### src/rtl/mem_port_arbiter.sv
// Round-robin arbiter sharing one main-memory port between N_REQ cache controllers.
// The owner may keep the port across a write-back/refill pair, and a stalled GRANT times out.
module mem_port_arbiter #(
   parameter int N_REQ       = 2,
   parameter int ADDR_W      = 32,
   parameter int DATA_W      = 32,
   parameter int LOCK_BURST  = 1,
   parameter int TIMEOUT_CYC = 64
) (
   input  logic                    clk,
   input  logic                    rst,
   input  logic [N_REQ-1:0]        req_rd,
   input  logic [N_REQ-1:0]        req_wr,
   input  logic [N_REQ*ADDR_W-1:0] req_addr,
   input  logic [N_REQ*DATA_W-1:0] req_wdata,
   output logic [N_REQ-1:0]        gnt_ready,
   output logic [N_REQ-1:0]        gnt,
   output logic                    mem_rd_en,
   output logic                    mem_wr_en,
   output logic [ADDR_W-1:0]       mem_addr,
   output logic [DATA_W-1:0]       mem_wdata,
   input  logic                    mem_ready,
   output logic                    timeout_err
);

   localparam int PTR_W = (N_REQ > 1) ? $clog2(N_REQ) : 1;
   localparam int CNT_W = (TIMEOUT_CYC > 1) ? $clog2(TIMEOUT_CYC) : 1;
   localparam logic [CNT_W-1:0] CNT_LAST = CNT_W'((TIMEOUT_CYC > 0) ? (TIMEOUT_CYC - 1) : 0);
   localparam logic [PTR_W-1:0] PTR_LAST = PTR_W'(N_REQ - 1);
   localparam logic [PTR_W-1:0] PTR_ZERO = {PTR_W{1'b0}};
   localparam logic [CNT_W-1:0] CNT_ZERO = {CNT_W{1'b0}};

   typedef enum logic [1:0] {
      ST_IDLE    = 2'd0,
      ST_GRANT   = 2'd1,
      ST_RELEASE = 2'd2
   } state_t;

   state_t             state_r, state_nxt_s;
   logic [PTR_W-1:0]   owner_r, owner_nxt_s;
   logic [PTR_W-1:0]   rr_ptr_r, rr_ptr_nxt_s;
   logic [CNT_W-1:0]   cnt_r, cnt_nxt_s;
   logic               timeout_err_r, timeout_nxt_s;
   logic [N_REQ-1:0]   active_s;
   logic [PTR_W-1:0]   pick_s;
   logic               pick_vld_s;
   logic [PTR_W-1:0]   owner_inc_s;
   logic               owner_active_s;

   assign active_s       = req_rd | req_wr;
   assign owner_active_s = active_s[owner_r];
   assign owner_inc_s    = (owner_r == PTR_LAST) ? PTR_ZERO : (owner_r + PTR_W'(1));
   assign timeout_err    = timeout_err_r;

   // Round-robin scan: first active requester at or after rr_ptr, wrapping modulo N_REQ
   always_comb begin
      int idx;
      pick_s     = PTR_ZERO;
      pick_vld_s = 1'b0;
      idx        = 0;
      for (int i = 0; i < N_REQ; i++) begin
         idx = int'(rr_ptr_r) + i;
         if (idx >= N_REQ) begin
            idx = idx - N_REQ;
         end else begin
            idx = idx;
         end
         if (!pick_vld_s && active_s[idx]) begin
            pick_s     = PTR_W'(idx);
            pick_vld_s = 1'b1;
         end else begin
            pick_vld_s = pick_vld_s;
         end
      end
   end

   // Next-state logic; completion takes priority over owner drop and timeout
   always_comb begin
      state_nxt_s   = state_r;
      owner_nxt_s   = owner_r;
      rr_ptr_nxt_s  = rr_ptr_r;
      cnt_nxt_s     = cnt_r;
      timeout_nxt_s = 1'b0;
      case (state_r)
         ST_IDLE: begin
            cnt_nxt_s = CNT_ZERO;
            if (pick_vld_s) begin
               owner_nxt_s = pick_s;
               state_nxt_s = ST_GRANT;
            end else begin
               owner_nxt_s = PTR_ZERO;
            end
         end
         ST_GRANT: begin
            if (mem_ready) begin
               state_nxt_s  = ST_RELEASE;
               rr_ptr_nxt_s = owner_inc_s;
               cnt_nxt_s    = CNT_ZERO;
            end else if (!owner_active_s) begin
               state_nxt_s  = ST_IDLE;
               rr_ptr_nxt_s = owner_inc_s;
               owner_nxt_s  = PTR_ZERO;
               cnt_nxt_s    = CNT_ZERO;
            end else if ((TIMEOUT_CYC != 0) && (cnt_r == CNT_LAST)) begin
               state_nxt_s   = ST_RELEASE;
               rr_ptr_nxt_s  = owner_inc_s;
               timeout_nxt_s = 1'b1;
               cnt_nxt_s     = CNT_ZERO;
            end else begin
               cnt_nxt_s = cnt_r + CNT_W'(1);
            end
         end
         ST_RELEASE: begin
            cnt_nxt_s = CNT_ZERO;
            if ((LOCK_BURST != 0) && owner_active_s) begin
               state_nxt_s = ST_GRANT;
            end else begin
               state_nxt_s = ST_IDLE;
               owner_nxt_s = PTR_ZERO;
            end
         end
         default: begin
            state_nxt_s = ST_IDLE;
            owner_nxt_s = PTR_ZERO;
            cnt_nxt_s   = CNT_ZERO;
         end
      endcase
   end

   // State, owner, pointer, watchdog counter and timeout pulse registers
   always_ff @(posedge clk or negedge rst) begin
      if (!rst) begin
         state_r       <= ST_IDLE;
         owner_r       <= PTR_ZERO;
         rr_ptr_r      <= PTR_ZERO;
         cnt_r         <= CNT_ZERO;
         timeout_err_r <= 1'b0;
      end else begin
         state_r       <= state_nxt_s;
         owner_r       <= owner_nxt_s;
         rr_ptr_r      <= rr_ptr_nxt_s;
         cnt_r         <= cnt_nxt_s;
         timeout_err_r <= timeout_nxt_s;
      end
   end

   // Memory-side mux from the owner; enables and ready only while in GRANT, write wins over read
   always_comb begin
      gnt       = {N_REQ{1'b0}};
      gnt_ready = {N_REQ{1'b0}};
      mem_rd_en = 1'b0;
      mem_wr_en = 1'b0;
      mem_addr  = {ADDR_W{1'b0}};
      mem_wdata = {DATA_W{1'b0}};
      if (state_r != ST_IDLE) begin
         gnt[owner_r] = 1'b1;
         mem_addr     = req_addr[int'(owner_r)*ADDR_W +: ADDR_W];
         mem_wdata    = req_wdata[int'(owner_r)*DATA_W +: DATA_W];
      end else begin
         gnt = {N_REQ{1'b0}};
      end
      if (state_r == ST_GRANT) begin
         mem_wr_en          = req_wr[owner_r];
         mem_rd_en          = req_rd[owner_r] & ~req_wr[owner_r];
         gnt_ready[owner_r] = mem_ready;
      end else begin
         gnt_ready = {N_REQ{1'b0}};
      end
   end

endmodule
### config.mk
export PLATFORM = sky130hd
export DESIGN_NAME = mem_port_arbiter
export DESIGN_NICKNAME = d
export VERILOG_FILES = /design/src/rtl/mem_port_arbiter.sv
export SDC_FILE = /design/constraint.sdc
export NUM_CORES = 1
export LEC_CHECK = 0
export CAP_MARGIN = 20
export CORE_AREA = 2 2 79 81
export CTS_CLUSTER_SIZE = 25
export DETAILED_ROUTE_END_ITERATION = 10
export DIE_AREA = 0 0 81 83
export HOLD_SLACK_MARGIN = 0.08
export PLACE_DENSITY = 0.86
export SETUP_SLACK_MARGIN = 0.05
export SLEW_MARGIN = 5
export SYNTH_ARGS = -nofsm -noshare
export SYNTH_HDL_FRONTEND = slang
export SYNTH_SLANG_ARGS = --single-unit
### constraint.sdc
create_clock -name clk -period 3.65 [get_ports clk]
set_input_delay 0.73 -clock clk [delete_from_list [all_inputs] [get_ports clk]]
set_output_delay 0.73 -clock clk [all_outputs]
set_load 0.03 [all_outputs]
==> results_dict.tcl, run 1 <==
set metrics [dict create \
    status "complete, no violations" \
    holdBufCountCts 0 \
    cts_num_sinks 11 \
    n_antenna_cell 0 \
    via_per_inst 4.58 \
    max-slew-margin-rel_pct 66.8 \
    cp.depth 4 \
    yosys_most_used_dff "dfrtp_1" \
    reg2reg_from "owner_r" \
    r2r_setup_slack_ns 1.60 \
    final_util_pct 65.1 \
    num_rows 28 \
    cts_root_buf "clkbuf_8" \
    synthCells 213 \
    insertion_delay_ns 0.24 \
    stdcell_area_mm2 0.00378 \
    numPortBuffers 205 \
    syn_nets 353 \
    drc 0 \
    ys_ff_latch 11 \
    placed_area_mm2 0.00374 \
    cts_setup_buffers 0 \
    rr_endpoint "state_r[0]" \
    multi_input_area_mm2 0.00125 \
    setup-tns-final_ns 0 \
    reg2regPathDepth 5 \
    start_util_pct 27.8 \
    rsz0062_at_grt "no" \
    netlist_area_mm2 0.00162 \
    maxSlewViolCount 0 \
    drive_above_1_share_pct 2.93 \
    synth.avg_cell_area_um2 7.58 \
    fmax_ghz 0.316 \
    crit_start "req_rd[0]" \
    yosysMostFrequentCell "nor2_1" \
    required_ns 2.92 \
    gp_congestion 0.790 \
    final_nets 551 \
    crit_chain "clkdlybuf4s50_1 -> or3b_1 -> a21boi_1 -> clkdlybuf4s50_1" \
    finalCritPeriodShare_pct 86.7 \
    wl_per_cell_um 14.0 \
    drtIter0Drc 42 \
    die_area_mm2 0.00672 \
    grt_max_degree 41 \
    cp-endpoint "mem_rd_en" \
    overflow 0 \
    synth_cell_types 29 \
    firstDrtPassIters 4 \
    grt_first_pass_wirelength_mm 10.5 \
    ir_drop_uv 456 \
    max_cap_viol_count 0 \
    track_usage_pct 19.4 \
    synth_top_area_cell "mux2i_1" \
    cts_tree "done" \
    yosysSeqAreaShare_pct 17.0 \
    areaGrowthSynthToFinish_pct 134 \
    critPathSlowestCell "clkdlybuf4s50_1" \
    regArea_um2 279 \
    worstPathArrival_ns 2.43 \
    crit_path_max_fanout 3 \
    worstHoldPathType "register to register" \
    start_kind "input pin" \
    dp_hpwl_mm 5.72 \
    die_w_um 81 \
    setup_viol 0 \
    wirelength_mm 6.78 \
    skew_ns 0.00402 \
    synthTopCellsByArea "mux2i_1 (42%), nor2_1 (18%), dfrtp_1 (17%), ha_1 (3.9%), buf_2 (2.8%)" \
    numCtsBuffers 3 \
    worst_pin_slew_ns 0.497 \
    cts_resized 0 \
    antenna_left 0 \
    vias 2219 \
    cpPeakStageDelay_ns 0.68 \
    synth_warnings 0 \
    ys_async_sr_fraction_pct 100 \
    hold_viol_final 0 \
    core_area_mm2 0.00582 \
    crit_buf_inv 2 \
    power_leakage_nw 1.55 \
    io_pins 206 \
    cp_common_cell "clkdlybuf4s50_1" \
    antenna_found_initial 0 \
    powerDensity_mw_per_mm2 726 \
    synthTopCellsByCount "nor2_1 (76), mux2i_1 (67), dfrtp_1 (11), buf_2 (9), clkbuf_1 (6)" \
    timing.setup.critical_path_class "input pin to output pin" \
    grt_pass1_vias 2287 \
    clkSlewWorstSetupHoldPaths_ns 0.04 \
    fin_crit_ns 3.16 \
    synth_edf_count 0 \
    end_kind "output pin" \
    h-tree-depth 1 \
    die_y_um 83 \
    fill_cells 507 \
    synth_top_area_share_pct 41.5 \
    clk_path_buf_depth 2 \
    cp_top_family "buffers and inverters" \
]
[worst register-to-register path: cells and delay by family, from the launching register on]
kind	cells	cell delay, ns
buffers and inverters	1	0.32
AOI/OAI and AO/OA	1	0.18
muxes	1	0.31
DFF	1	0.74
and+or+nand+nor	2	0.38
[metrics by stage]
| stage | setup slack (ns) | hold WS, ns | total power, W | std cells |
|---|---|---|---|---|
| 4_1_cts | 0.493 | 0.466 | 0.00278 | 485 |
| 3_3_place_gp | 0.540 | 0.452 | 0.00262 | 481 |
| 2_1_floorplan | 1.32 | 0.433 | 0.00167 | 213 |
| 6_report | 0.486 | 0.468 | 0.00275 | 485 |
| 5_1_grt | 0.429 | 0.487 | 0.00291 | 485 |
| 3_5_place_dp | 0.501 | 0.460 | 0.00264 | 481 |
[layout make-up]
cell class	count	area share, %
clock buffer	4	1.19
inverter	5	0.496
tap	75	2.48
timing repair buffer	209	55.4
sequential	11	7.37
multi-input combinational	181	33.1
[sequential cells by signal, indices dropped and copies added, names as in the netlist]
register and flops:
cnt_r 6, state_r 2, owner_r 1, rr_ptr_r 1, timeout_err 1
[per-layer routing]
metal | vias up | track usage [%] | part of all wire (%)
met5 | - | 0 | 0
met4 | 0 | 3.85 | 1.3
met3 | 8 | 5.43 | 11
met2 | 120 | 37.6 | 53
met1 | 983 | 20.1 | 35
li1 | 1108 | - | -
[where the power goes]
part	leakage [nW]	switching, W	internal, W
sequential	0.144	0.0000803	0.000150
combinational	1.38	0.00134	0.00106
clock	0.0228	0.0000422	0.0000764
[cells by family (layout without fill, tap and decap cells)]
kind of cell | count (synthesis) | count (layout) | synth area share [%]
multiplexers | 68 | 68 | 42.4
XOR/XNOR | 4 | 4 | 2.17
adder cells (fa/ha/maj) | 5 | 5 | 3.87
AO/OA/AOI/OAI | 8 | 8 | 3.56
flip-flops | 11 | 11 | 17.0
buffers and inverters | 21 | 218 | 5.58
AND/OR/NAND/NOR | 96 | 96 | 25.3
[how the worst min path moves through the flow]
stage,startpoint,endpoint,depth (start not counted),slack [ns]
6_report,cnt_r[0],cnt_r[0],1,0.47
3_3_place_gp,cnt_r[0],cnt_r[0],1,0.45
5_1_grt,cnt_r[0],cnt_r[0],1,0.49
4_1_cts,cnt_r[0],cnt_r[0],1,0.47
3_5_place_dp,cnt_r[0],cnt_r[0],1,0.46
2_1_floorplan,rst,cnt_r[0],0,0.43
[cell usage in the layout (no fill, tap or decap), types with 2 or more instances in the layout]
| cell type | synthesis | final |
|---|---|---|
| clkdlybuf4s50_1 | 0 | 205 |
| nor2_1 | 76 | 76 |
| mux2i_1 | 67 | 67 |
| dfrtp_1 | 11 | 10 |
| inv_1 | 5 | 5 |
| nand2_1 | 5 | 5 |
| ha_1 | 5 | 4 |
| and3_1 | 3 | 3 |
| xnor2_1 | 3 | 3 |
| nor2b_1 | 3 | 3 |
| clkbuf_8 | 0 | 3 |
| buf_4 | 0 | 3 |
| or3b_1 | 2 | 2 |
| nand3_1 | 2 | 2 |
Power figures use the tool's default switching activity.
==> run 2: changes to the inputs <==
--- a/config.mk
+++ b/config.mk
@@ -12,3 +12,3 @@
 export DIE_AREA = 0 0 81 83
-export HOLD_SLACK_MARGIN = 0.08
+export HOLD_SLACK_MARGIN = 0.15
 export PLACE_DENSITY = 0.86
==> constraint.sdc (replaced) <==
create_clock -name clk -period 3.65 [get_ports clk]
set_input_delay 0.365 -clock clk [delete_from_list [all_inputs] [get_ports clk]]
set_output_delay 0.365 -clock clk [all_outputs]
set_load 0.03 [all_outputs]
==> run 2 against run 1 <==
Global-route usage rose by 0.28 points. Routed wire length rose by 3.8%. Cell count fell by 0.21%. Via count rose by 1.7%. Critical path depth did not move. Count of clock-buffer cells in the layout did not move. Clock power rose by 4%. First-iteration DRC count rose by 29%. Highest routed layer unchanged.
==> results_dict.tcl, run 2 (synthesis results as in run 1) <==
set metrics [dict create \
    power_leakage_nw 1.54 \
    final_nets 550 \
    via_per_inst 4.66 \
    powerDensity_mw_per_mm2 731 \
    crit_start "owner_r" \
    reg2reg_from "owner_r" \
    setup-tns-final_ns 0 \
    numPortBuffers 205 \
    drive_above_1_share_pct 2.69 \
    core_area_mm2 0.00582 \
    holdBufCountCts 0 \
    cp_top_family "buffers and inverters" \
    worstPathArrival_ns 2.52 \
    drc 0 \
    finalCritPeriodShare_pct 79.0 \
    setup_viol 0 \
    cp-endpoint "mem_rd_en" \
    rsz0062_at_grt "no" \
    maxSlewViolCount 0 \
    grt_pass1_vias 2302 \
    io_pins 206 \
    critPathSlowestCell "dfrtp_4" \
    worstHoldPathType "input pin to async pin" \
    dp_hpwl_mm 5.85 \
    top_regs "cnt_r: 6 flops, state_r: 2 flops" \
    required_ns 3.28 \
    crit_buf_inv 2 \
    max-slew-margin-rel_pct 45.3 \
    fmax_ghz 0.347 \
    cts_tree "done" \
    grt_max_degree 53 \
    status "complete, no violations" \
    max_cap_viol_count 0 \
    antenna_left 0 \
    end_kind "output pin" \
    layout_common_cells "clkdlybuf4s50_1 (205), nor2_1 (76), mux2i_1 (67)" \
    hold_viol_final 0 \
    cts_num_sinks 11 \
    antenna_found_initial 0 \
    cts_root_buf "clkbuf_8" \
    cts_setup_buffers 0 \
    wirelength_mm 7.04 \
    ir_drop_uv 490 \
    num_rows 28 \
    largest_reg_flops 6 \
    final_common_cell "clkdlybuf4s50_1" \
    drtIter0Drc 54 \
    cts_resized 0 \
    r2r_setup_slack_ns 1.21 \
    gp_congestion 0.815 \
    vias 2257 \
    numCtsBuffers 3 \
    crit_path_max_fanout 52 \
    holdWs_ns 0.457 \
    grt_first_pass_wirelength_mm 10.7 \
    firstDrtPassIters 4 \
    insertion_delay_ns 0.24 \
    reg2regPathDepth 5 \
    total_power_w 0.00276 \
    clk_path_buf_depth 2 \
    timing.setup.critical_path_class "register to output pin" \
    clkSlewWorstSetupHoldPaths_ns 0.05 \
    overflow 0 \
    crit_chain "buf_4 -> nand3b_1 -> a21boi_1 -> clkdlybuf4s50_1" \
    start_util_pct 27.8 \
    worst_pin_slew_ns 0.821 \
    skew_ns 0.00808 \
    die_area_mm2 0.00672 \
    track_usage_pct 19.7 \
    wl_per_cell_um 14.5 \
    cpPeakStageDelay_ns 0.95 \
    rr_endpoint "state_r[0]" \
    h-tree-depth 1 \
    areaGrowthSynthToFinish_pct 134 \
    die_w_um 81 \
    n_antenna_cell 0 \
    cp.depth 4 \
    die_y_um 83 \
    fin_crit_ns 2.88 \
    regMostFlops "cnt_r" \
    start_kind "register" \
]
run 2: cell count changes in the layout (fill, tap and decap cells not counted):
| cell | delta |
|---|---|
| buf_4 | -1 |
run 2: area by class of cell:
class / count / area, um2
repair buffers: 208 / 2090
clock buffers: 4 / 45.0
flip-flops and latches: 11 / 279
well taps: 75 / 93.8
inverters: 5 / 18.8
multi-input cells: 181 / 1250
fillers: 501 / 2040
run 2: worst register-to-register path: cells and delay by family (launching register included):
family,cells,cell delay [ns]
AND/OR/NAND/NOR,2,0.61
multiplexers,1,0.30
AO/OA/AOI/OAI,1,0.08
buffers and inverters,1,0.40
flip-flops,1,0.95
run 2: through the flow:
| step | utilization [%] | cell area, um2 | std cells | setup WS, ns |
|---|---|---|---|---|
| floorplan | - | 1620 | 213 | 1.74 |
| global placement | 64.2 | 3730 | 480 | 1.06 |
| detailed placement | 64.2 | 3730 | 480 | 1.04 |
| CTS | 64.9 | 3780 | 484 | 0.768 |
| global route | 64.9 | 3780 | 484 | 0.652 |
| finish | 64.9 | 3780 | 484 | 0.766 |
run 2: metal layers:
| metal | wire length, um | vias to the layer above | part of all wire (%) | global-route usage [%] |
|---|---|---|---|---|
| li1 | - | 1111 | - | - |
| met1 | 2460 | 1002 | 35 | 20.5 |
| met2 | 3670 | 129 | 52 | 37.1 |
| met3 | 775 | 15 | 11 | 5.43 |
| met4 | 127 | 0 | 1.8 | 5.86 |
| met5 | 0 | - | 0 | 0 |
run 2: worst min-delay path by stage:
stage | start | endpoint | depth (start not counted)
floorplan | rst | cnt_r[0] | 0
global placement | cnt_r[0] | cnt_r[0] | 1
detailed placement | cnt_r[0] | cnt_r[0] | 1
CTS | cnt_r[0] | cnt_r[0] | 1
global route | cnt_r[0] | cnt_r[0] | 1
finish | rst | state_r[1] | 1
run 2: where the power goes:
group	total, W	switching, W	internal (W)	leakage [nW]
clock network	0.000124	0.0000473	0.0000768	0.0228
registers	0.000270	0.000122	0.000148	0.144
logic	0.00237	0.00130	0.00107	1.38
